## config.mk

```make
export PLATFORM = sky130hd
export DESIGN_NAME = seq_match_fsm
export DESIGN_NICKNAME = d
export VERILOG_FILES = /design/src/rtl/seq_match_fsm_pkg.sv /design/src/rtl/seq_match_fsm_step_timer.sv /design/src/rtl/seq_match_fsm.sv
export SDC_FILE = /design/constraint.sdc
export NUM_CORES = 1
export LEC_CHECK = 0
export BUFFER_PORTS_ARGS = -buffer_cell sky130_fd_sc_hd__buf_4
export CORE_ASPECT_RATIO = 2
export CORE_MARGIN = 3
export CORE_UTILIZATION = 39
export CTS_BUF_LIST = sky130_fd_sc_hd__clkbuf_8
export DETAILED_ROUTE_END_ITERATION = 7
export PLACE_DENSITY = 0.9
export SLEW_MARGIN = 20
export SYNTH_ARGS = -nofsm -noshare
export SYNTH_HDL_FRONTEND = slang
export SYNTH_SLANG_ARGS = --single-unit
```

## constraint.sdc

```tcl
create_clock -name clk -period 2.49 [get_ports clk]
set_input_delay 0.498 -clock clk [delete_from_list [all_inputs] [get_ports clk]]
set_output_delay 0.498 -clock clk [all_outputs]
set_load 0.01 [all_outputs]
```

## src/rtl/seq_match_fsm_pkg.sv

```systemverilog
// Shared types and helpers for the programmable sequence matcher.
// Used by seq_match_fsm and seq_match_fsm_step_timer.
package seq_match_fsm_pkg;

  typedef enum logic [1:0] {
    SEQ_IDLE  = 2'd0,
    SEQ_STEP  = 2'd1,
    SEQ_DONE  = 2'd2,
    SEQ_FAULT = 2'd3
  } seq_state_t;

  // Fill bits for the fixed Q codes; replicate to any QW with {QW{...}}
  localparam logic Q_IDLE = 1'b0;
  localparam logic Q_DONE = 1'b1;

  // Width of step_idx: must hold 0..STEPS
  function automatic int idx_w(input int steps);
    return (steps < 1) ? 1 : $clog2(steps + 1);
  endfunction

  // Width of the step timer: must hold 0..TIMEOUT (at least one bit)
  function automatic int timer_w(input int timeout);
    return (timeout < 1) ? 1 : $clog2(timeout + 1);
  endfunction

endpackage

```

## src/rtl/seq_match_fsm_step_timer.sv

```systemverilog
// Per-step dwell timer. Counts cycles while en is high, restarts on clr,
// and flags expired on the last permitted cycle (count == TIMEOUT-1).
// The count saturates at TIMEOUT. TIMEOUT=0 removes the counter entirely.
module seq_match_fsm_step_timer
  import seq_match_fsm_pkg::*;
#(
  parameter int TIMEOUT = 15
) (
  input  logic clk,
  input  logic rstN,
  input  logic clr,
  input  logic en,
  output logic expired
);

  localparam int TW = timer_w(TIMEOUT);

  generate
    if (TIMEOUT == 0) begin : g_off
      logic unused_inputs;
      assign unused_inputs = ^{clk, rstN, clr, en};
      assign expired       = 1'b0;
    end else begin : g_on
      logic [TW-1:0] timer;

      // Count non-advancing cycles in the current step, holding at TIMEOUT
      always_ff @(posedge clk or negedge rstN) begin
        if (!rstN) begin
          timer <= '0;
        end else if (clr) begin
          timer <= '0;
        end else if (en && (timer != TW'(TIMEOUT))) begin
          timer <= timer + TW'(1);
        end
      end

      assign expired = (timer == TW'(TIMEOUT - 1));
    end
  endgenerate

endmodule

```

## src/rtl/seq_match_fsm.sv

```systemverilog
// Programmable Moore sequence matcher: walks STEPS value/mask match steps,
// driving a per-step Q code, with per-step timeout, FAULT, abort and
// done/busy status. Outputs decode from registered state only.
// Optional completed-sequence counter: define SEQ_MATCH_HIT_COUNT_EN.
module seq_match_fsm
  import seq_match_fsm_pkg::*;
#(
  parameter int DW      = 4,
  parameter int STEPS   = 4,
  parameter int QW      = 3,
  parameter int TIMEOUT = 15
) (
  input  logic                       clk,
  input  logic                       rstN,
  input  logic                       start,
  input  logic                       abort,
  input  logic                       clear,
  input  logic                       din_valid,
  input  logic [DW-1:0]              din,
  input  logic [STEPS*DW-1:0]        match_val,
  input  logic [STEPS*DW-1:0]        match_mask,
  input  logic [STEPS*QW-1:0]        step_q,
  input  logic [QW-1:0]              fault_q,
  output logic [QW-1:0]              Q,
  output logic [$clog2(STEPS+1)-1:0] step_idx,
  output logic                       busy,
  output logic                       done,
  output logic                       timeout,
  output logic [15:0]                hit_count
);

  localparam int            IW   = idx_w(STEPS);
  localparam logic [IW-1:0] LAST = IW'(STEPS - 1);

  seq_state_t    state;
  seq_state_t    state_nxt;
  logic [IW-1:0] idx_nxt;
  logic [DW-1:0] cur_val;
  logic [DW-1:0] cur_mask;
  logic [QW-1:0] cur_q;
  logic          hit;
  logic          expired;
  logic          tmr_clr;
  logic          tmr_en;

  // Pick the live compare value, mask and Q code of the current step
  always_comb begin
    cur_val  = '0;
    cur_mask = '0;
    cur_q    = '0;
    for (int k = 0; k < STEPS; k++) begin
      if (step_idx == IW'(k)) begin
        cur_val  = match_val[k*DW +: DW];
        cur_mask = match_mask[k*DW +: DW];
        cur_q    = step_q[k*QW +: QW];
      end
    end
  end

  assign hit = din_valid && (((din ^ cur_val) & cur_mask) == '0);

  // Timer runs only while waiting in a step; any advance or exit restarts it
  assign tmr_clr = (state != SEQ_STEP) || hit;
  assign tmr_en  = (state == SEQ_STEP) && !hit;

  seq_match_fsm_step_timer #(
    .TIMEOUT (TIMEOUT)
  ) u_timer (
    .clk     (clk),
    .rstN    (rstN),
    .clr     (tmr_clr),
    .en      (tmr_en),
    .expired (expired)
  );

  // State and step index register
  always_ff @(posedge clk or negedge rstN) begin
    if (!rstN) begin
      state    <= SEQ_IDLE;
      step_idx <= '0;
    end else begin
      state    <= state_nxt;
      step_idx <= idx_nxt;
    end
  end

  // Next state: abort > clear > hit > timeout expiry
  always_comb begin
    state_nxt = state;
    idx_nxt   = step_idx;
    case (state)
      SEQ_IDLE: begin
        if (start) begin
          state_nxt = SEQ_STEP;
          idx_nxt   = '0;
        end
      end
      SEQ_STEP: begin
        if (abort) begin
          state_nxt = SEQ_IDLE;
          idx_nxt   = '0;
        end else if (hit) begin
          if (step_idx == LAST) begin
            state_nxt = SEQ_DONE;
          end else begin
            idx_nxt = step_idx + IW'(1);
          end
        end else if (expired) begin
          state_nxt = SEQ_FAULT;
        end
      end
      SEQ_DONE: begin
        state_nxt = SEQ_IDLE;
        idx_nxt   = '0;
      end
      SEQ_FAULT: begin
        if (abort || clear) begin
          state_nxt = SEQ_IDLE;
          idx_nxt   = '0;
        end
      end
      default: begin
        state_nxt = SEQ_IDLE;
        idx_nxt   = '0;
      end
    endcase
  end

  // Moore outputs decoded from the registered state
  always_comb begin
    Q       = {QW{Q_IDLE}};
    busy    = 1'b0;
    done    = 1'b0;
    timeout = 1'b0;
    case (state)
      SEQ_STEP: begin
        Q    = cur_q;
        busy = 1'b1;
      end
      SEQ_DONE: begin
        Q    = {QW{Q_DONE}};
        done = 1'b1;
      end
      SEQ_FAULT: begin
        Q       = fault_q;
        timeout = 1'b1;
      end
      default: begin
        Q = {QW{Q_IDLE}};
      end
    endcase
  end

`ifdef SEQ_MATCH_HIT_COUNT_EN
  function automatic logic [15:0] sat_inc16(input logic [15:0] v);
    return (v == 16'hFFFF) ? v : v + 16'd1;
  endfunction

  logic [15:0] hit_cnt;

  // Count completed sequences, holding at the maximum; only reset clears it
  always_ff @(posedge clk or negedge rstN) begin
    if (!rstN) begin
      hit_cnt <= '0;
    end else if (state == SEQ_DONE) begin
      hit_cnt <= sat_inc16(hit_cnt);
    end
  end

  assign hit_count = hit_cnt;
`else
  assign hit_count = 16'h0000;
`endif

endmodule

```

## Yosys cells after proc, flatten, opt, wreduce, memory -nomap -nowiden

Cells that the tools add are included.
Widths: inputs -> output; s select.

- Register bits: 9
- Input bits: 57
- Word-level logic and storage cells: 65

- $add $sub $neg: 2
- Equality and inequality tests: 15
- Mux-type cells: 31
- Bitwise logic cells: 2
- Reduce and logical (&&, ||, !) cells: 12

Operators with widths:

| kind | count |
|---|---|
| $mux 4 | 10 |
| $mux 3 | 9 |
| $mux 2 | 6 |
| $ne 4x4->1 const B | 3 |
| $pmux 3 s4 | 1 |
| $pmux 3 s3 | 1 |
| $pmux 2 s4 | 1 |
| $reduce_and 4->1 | 2 |
| $eq 3x2->1 const B | 2 |
| $ne 3x3->1 const B | 2 |
| $add 4x1->4 const B | 1 |
| $and 4x4->4 | 1 |
| $eq 2x2->1 const B | 2 |
| $eq 4x4->1 const B | 1 |
| $logic_not 4->1 | 1 |
| $ne 2x2->1 const B | 2 |
| $xor 4x4->4 | 1 |
| $add 3x1->3 const B | 1 |
| $eq 3x1->1 const B | 1 |
| $logic_and 1x1->1 | 3 |
| $logic_not 3->1 | 1 |
| $mux 1 | 3 |
| $eq 2x1->1 const B | 1 |
| $logic_not 2->1 | 1 |
| 4 further kinds | 5 |

## Logic depth before layout (Yosys ltp)

- Word-level depth: 14
- Depth in mapped cells: 11
- Gate-level depth less buffers: 9

## By module

Synthesis repeated with hierarchy kept, for this count alone.

- Cell total of the unflattened synthesis: 186
- Area total of the unflattened synthesis: 1422.6 um2

By module, submodules not included:

| module | times used | cells each | area an instance (um2) |
|---|---|---|---|
| seq_match_fsm | 1 | 163 | 1171.1 |
| seq_match_fsm_step_timer | 1 | 23 | 251.5 |

## Least setup slack after synthesis

Ideal clock, no wire load.

- Path type: register to register
- Start: register step_idx[0]
- End: register step_idx[0]
- Library setup time: 0.125 ns
- Data arrival time: 2.359 ns
- Data required time: 2.365 ns
- Slack: 0.006 ns
- Stages on the path, launching flop included: 11
- Path buffers: 1
- Cells stage by stage: dfrtp_1 ha_1 ha_1 buf_6 or2_4 a221o_1 o2bb2ai_1 o32a_2 o2111a_1 nor3b_2 mux2_2

- Cells in the longest elaborated chain, start to end: 11

RTL lines:

| what | line | source |
|---|---|---|
| start, declared | seq_match_fsm.sv:25 | `output logic [$clog2(STEPS+1)-1:0] step_idx,` |
| start signal, assigned | seq_match_fsm.sv:83 | `step_idx <= idx_nxt;` |
| $logic_not 3->1 | seq_match_fsm.sv:52 | `if (step_idx == IW'(k)) begin` |
| $mux 4 (4 in series) | seq_match_fsm.sv:52 |  |
| $xor 4x4->4 | seq_match_fsm.sv:60 | `assign hit = din_valid && (((din ^ cur_val) & cur_mask) == '0);` |
| $and 4x4->4 | seq_match_fsm.sv:60 |  |
| $logic_not 4->1 | seq_match_fsm.sv:60 |  |
| $logic_and 1x1->1 | seq_match_fsm.sv:60 |  |
| $ne 3x3->1 (no line) | -- |  |
| $reduce_and 4->1 (no line) | -- |  |

Several ways; a longest one is shown, not always the timed one. The select of a mux whose other input is x is not followed.
A chain may end at the register's enable or synchronous reset.

## Worst setup path after layout

- Start: register step_idx[1]
- End: register step_idx[0]

- Cells in the longest elaborated chain, start to end: 11

RTL lines:

| what | line |
|---|---|
| $logic_not 3->1 | seq_match_fsm.sv:52 |
| $mux 4 (4 in series) | seq_match_fsm.sv:52 |
| $xor 4x4->4 | seq_match_fsm.sv:60 |
| $and 4x4->4 | seq_match_fsm.sv:60 |
| $logic_not 4->1 | seq_match_fsm.sv:60 |
| $logic_and 1x1->1 | seq_match_fsm.sv:60 |
| $ne 3x3->1 (no line) | -- |
| $reduce_and 4->1 (no line) * | -- |

Mark *: on every way between the ends. The rest lies on a longest branch, timed or not.

==> results.cfg <==
[synth]
synth_ff_type = dfrtp_1
syn-instance-count = 165
yosys_register_bits = 9
synth_cell_type_count = 44
synth_area_leader_cell = dfrtp_1
syn_avg_cell_area_sq_um = 7.41
synth_area_sq_um = 1220
yosysSeqAreaShare_pct = 18.4
synth_area_leaders = dfrtp_1 (18%), buf_4 (10%), ha_1 (7.2%)
async_reset_ff_share_pct = 100
synth_top_area_share_pct = 18.4
yosysWarnings = 0
synth_edf_count = 0

[sta]
final.setup.tns_ns = -0.0318
skew_ns = 0.00131
finalWorstSetupSlack_ns = -0.0318
hold_violations = 0
grt_setup_unrepaired = yes
fmax_mhz = 397
finalMaxSlewViolations = 0
finalCritPeriodShare_pct = 101
holdWs_ns = 0.0788
layout_min_cycle_time_ns = 2.52
setup_viol = 1

[detailed_routing]
wl_mm = 4.02
vias = 1465
drt_iter0_drc = 36
wl_per_cell_um = 15.0
drc = 0
viasPerCell = 5.47
drtPass1Iterations = 6
antenna_left = 0

[worst_setup_path]
critPathKind = reg -> reg
cp_max_fo = 4
critical_path.most_common_cell = ha_4
path_cells = ha_4, ha_4, or2_4, a221o_1, o2bb2ai_1, o32a_4, o2111a_2, nor3b_4, mux2_4
crit_arrival_ns = 2.64
r2r_end = step_idx[0]
rrSetupSlack_ns = -0.03
cp_slowest_cell = dfrtp_2
worstPathRequired_ns = 2.60
rr_worst_depth = 9
cp-end-kind = flop
reg2reg_from = step_idx[1]
critPathLaunchType = flop
slowest_delay_ns = 0.46

[pwr]
peakVddDrop_mv = 0.413
finalPower_mw = 0.811
switching_share_pct = 38.2
pwr_density_cell_nw_per_um2 = 426
p_leak_nw = 0.943
seq_power_share_pct = 24.4
p_int_mw = 0.501
p_clk_share_pct = 20.6
p_sw_mw = 0.310
combPwrFrac_pct = 55.0

[grt]
track_usage_pct = 18.9
grt_max_degree = 14
grt_pass1_vias = 1412
antenna_found_initial = 0
grt_overflow = 0
grt_pass1_wl_mm = 5.73

[floorplan]
dieArea_sq_um = 3880
core_area_sq_um = 2980
initial_core_util_pct = 41.1
fp.dieH_um = 85.2
pin_count = 82
die_x_um = 45.6
rows = 28

[finish]
final_layout_size_suffix_gt1_share_pct = 42.9
n_fill_cell = 258
nets = 303
num_antenna_cells = 0
syn2layout_area_growth_pct = 55.9

[cts]
cts_root_buf = clkbuf_8
path_clk_slew_ns = 0.04
numCtsBuffers = 3
cts_hold_buf = 0
cts_sinks = 9
h-tree-depth = 1
clk_latency_ns = 0.23
cts_tree = built
clock_path_buffers = 2

[outcome]
violations = setup timing
outcome = finished with violations

[hold_path]
worst_hold_path_type = in -> async

[placed_design]
detailedPlace.worstSlack_ns = -0.0486
gp_congestion = 0.972
io_buffers = 65
place_hpwl_mm = 3.04

[job]
drv_cap = 0
stage by stage:
step,cell area [sq um],std cells,utilization [%]
CTS,1770,265,59.3
detailed placement,1700,261,57.2
floorplan,1280,180,-
global placement,1700,261,57.2
finish,1910,268,64.0
global route,1910,268,64.0
area by class of cell:
type | instances | area, sq um | area share, %
sequential | 9 | 228 | 12.0
clock inverter | 1 | 3.75 | 0.197
tap | 30 | 37.5 | 1.97
multi-input combinational | 133 | 961 | 50.4
timing repair buffer | 77 | 578 | 30.3
inverter | 15 | 56.3 | 2.95
clock buffer | 3 | 41.3 | 2.17
routing by layer:
layer  GRT usage (%)  share of wire, %  vias up  routed length [um]
li1                -                 -      701                   -
met1            17.8                31      672                1250
met2            36.9                59       81                2370
met3            2.12               7.6       11                 304
met4            7.47               2.5        0                  99
met5               0                 0        -                   0
cell usage after synthesis (all sizes together), types with 2 or more instances:
cell / number
buf: 22
a21oi: 17
inv: 15
nand2: 15
o21ai: 14
nor2: 11
dfrtp: 9
ha: 7
a22oi: 5
nand3b: 5
nor3: 4
a211oi: 3
a221oi: 3
and2: 3
nand3: 3
a21boi: 2
a22o: 2
a31oi: 2
nor3b: 2
xnor2: 2
xor2: 2
layout by cell type (no fill, tap or decap), types with 2 or more instances in the layout:
cell type,count
a211oi_1,2
a21oi_1,17
a22o_1,2
a22oi_1,5
a31oi_1,2
and2_1,3
buf_4,77
clkbuf_8,3
conb_1,16
dfrtp_1,7
dfrtp_2,2
ha_1,2
ha_4,5
inv_1,14
inv_2,2
nand2_1,14
nand3_1,3
nand3b_1,5
nor2_1,11
nor3_1,4
o21ai_0,9
o21ai_1,5
xor2_1,2
critical path: cells and delay by family (launching register included):
kind,cells,cell delay [ns]
compound gates,4,0.88
flops,1,0.46
simple gates,2,0.44
fa+ha+maj,2,0.34
mux,1,0.28
registers in the layout, indices dropped and copies added, names as in the netlist:
register,cells
u_timer.g_on.timer,4
step_idx,3
state,2
power groups by stage:
stage               combinational [mW]  sequential, mW  clock [mW]
detailed placement               0.375           0.196           0
finish                           0.446           0.198       0.167
global route                     0.492           0.201       0.175
floorplan                        0.244           0.190           0
CTS                              0.390           0.193       0.165
global placement                 0.366           0.194           0
how the worst max path moves through the flow:
stage	startpoint	end	slack (ns)	cells after the start
after CTS	step_idx[0]	step_idx[0]	0.002	9
after floorplan	step_idx[0]	step_idx[0]	0.006	10
after global routing	step_idx[1]	step_idx[2]	-0.13	10
after global placement	step_idx[1]	step_idx[0]	0.07	10
after detailed placement	step_idx[1]	step_idx[2]	-0.05	10
final	step_idx[1]	step_idx[0]	-0.03	9
timing repair:
| action | CTS | global route |
|---|---|---|
| setup endpoints to repair | 3 | 11 |
| resized for setup | 4 | 26 |
| pin swaps | 0 | 9 |
| hold endpoints to repair | 0 | 0 |
| setup buffers | 0 | 3 |
cell families (layout without fill, tap and decap cells):
family          Yosys count  after routing  synth area share, %
flops                     9              9                 18.4
mux                       1              1                0.921
xor+xnor                  4              4                 2.87
compound gates           59             59                 33.1
buf+inv                  38             96                 18.4
fa+ha+maj                 7              7                 7.16
simple gates             46             46                 18.8
other cells               1             16                0.307
No activity file was read; power rests on OpenSTA's default activity.
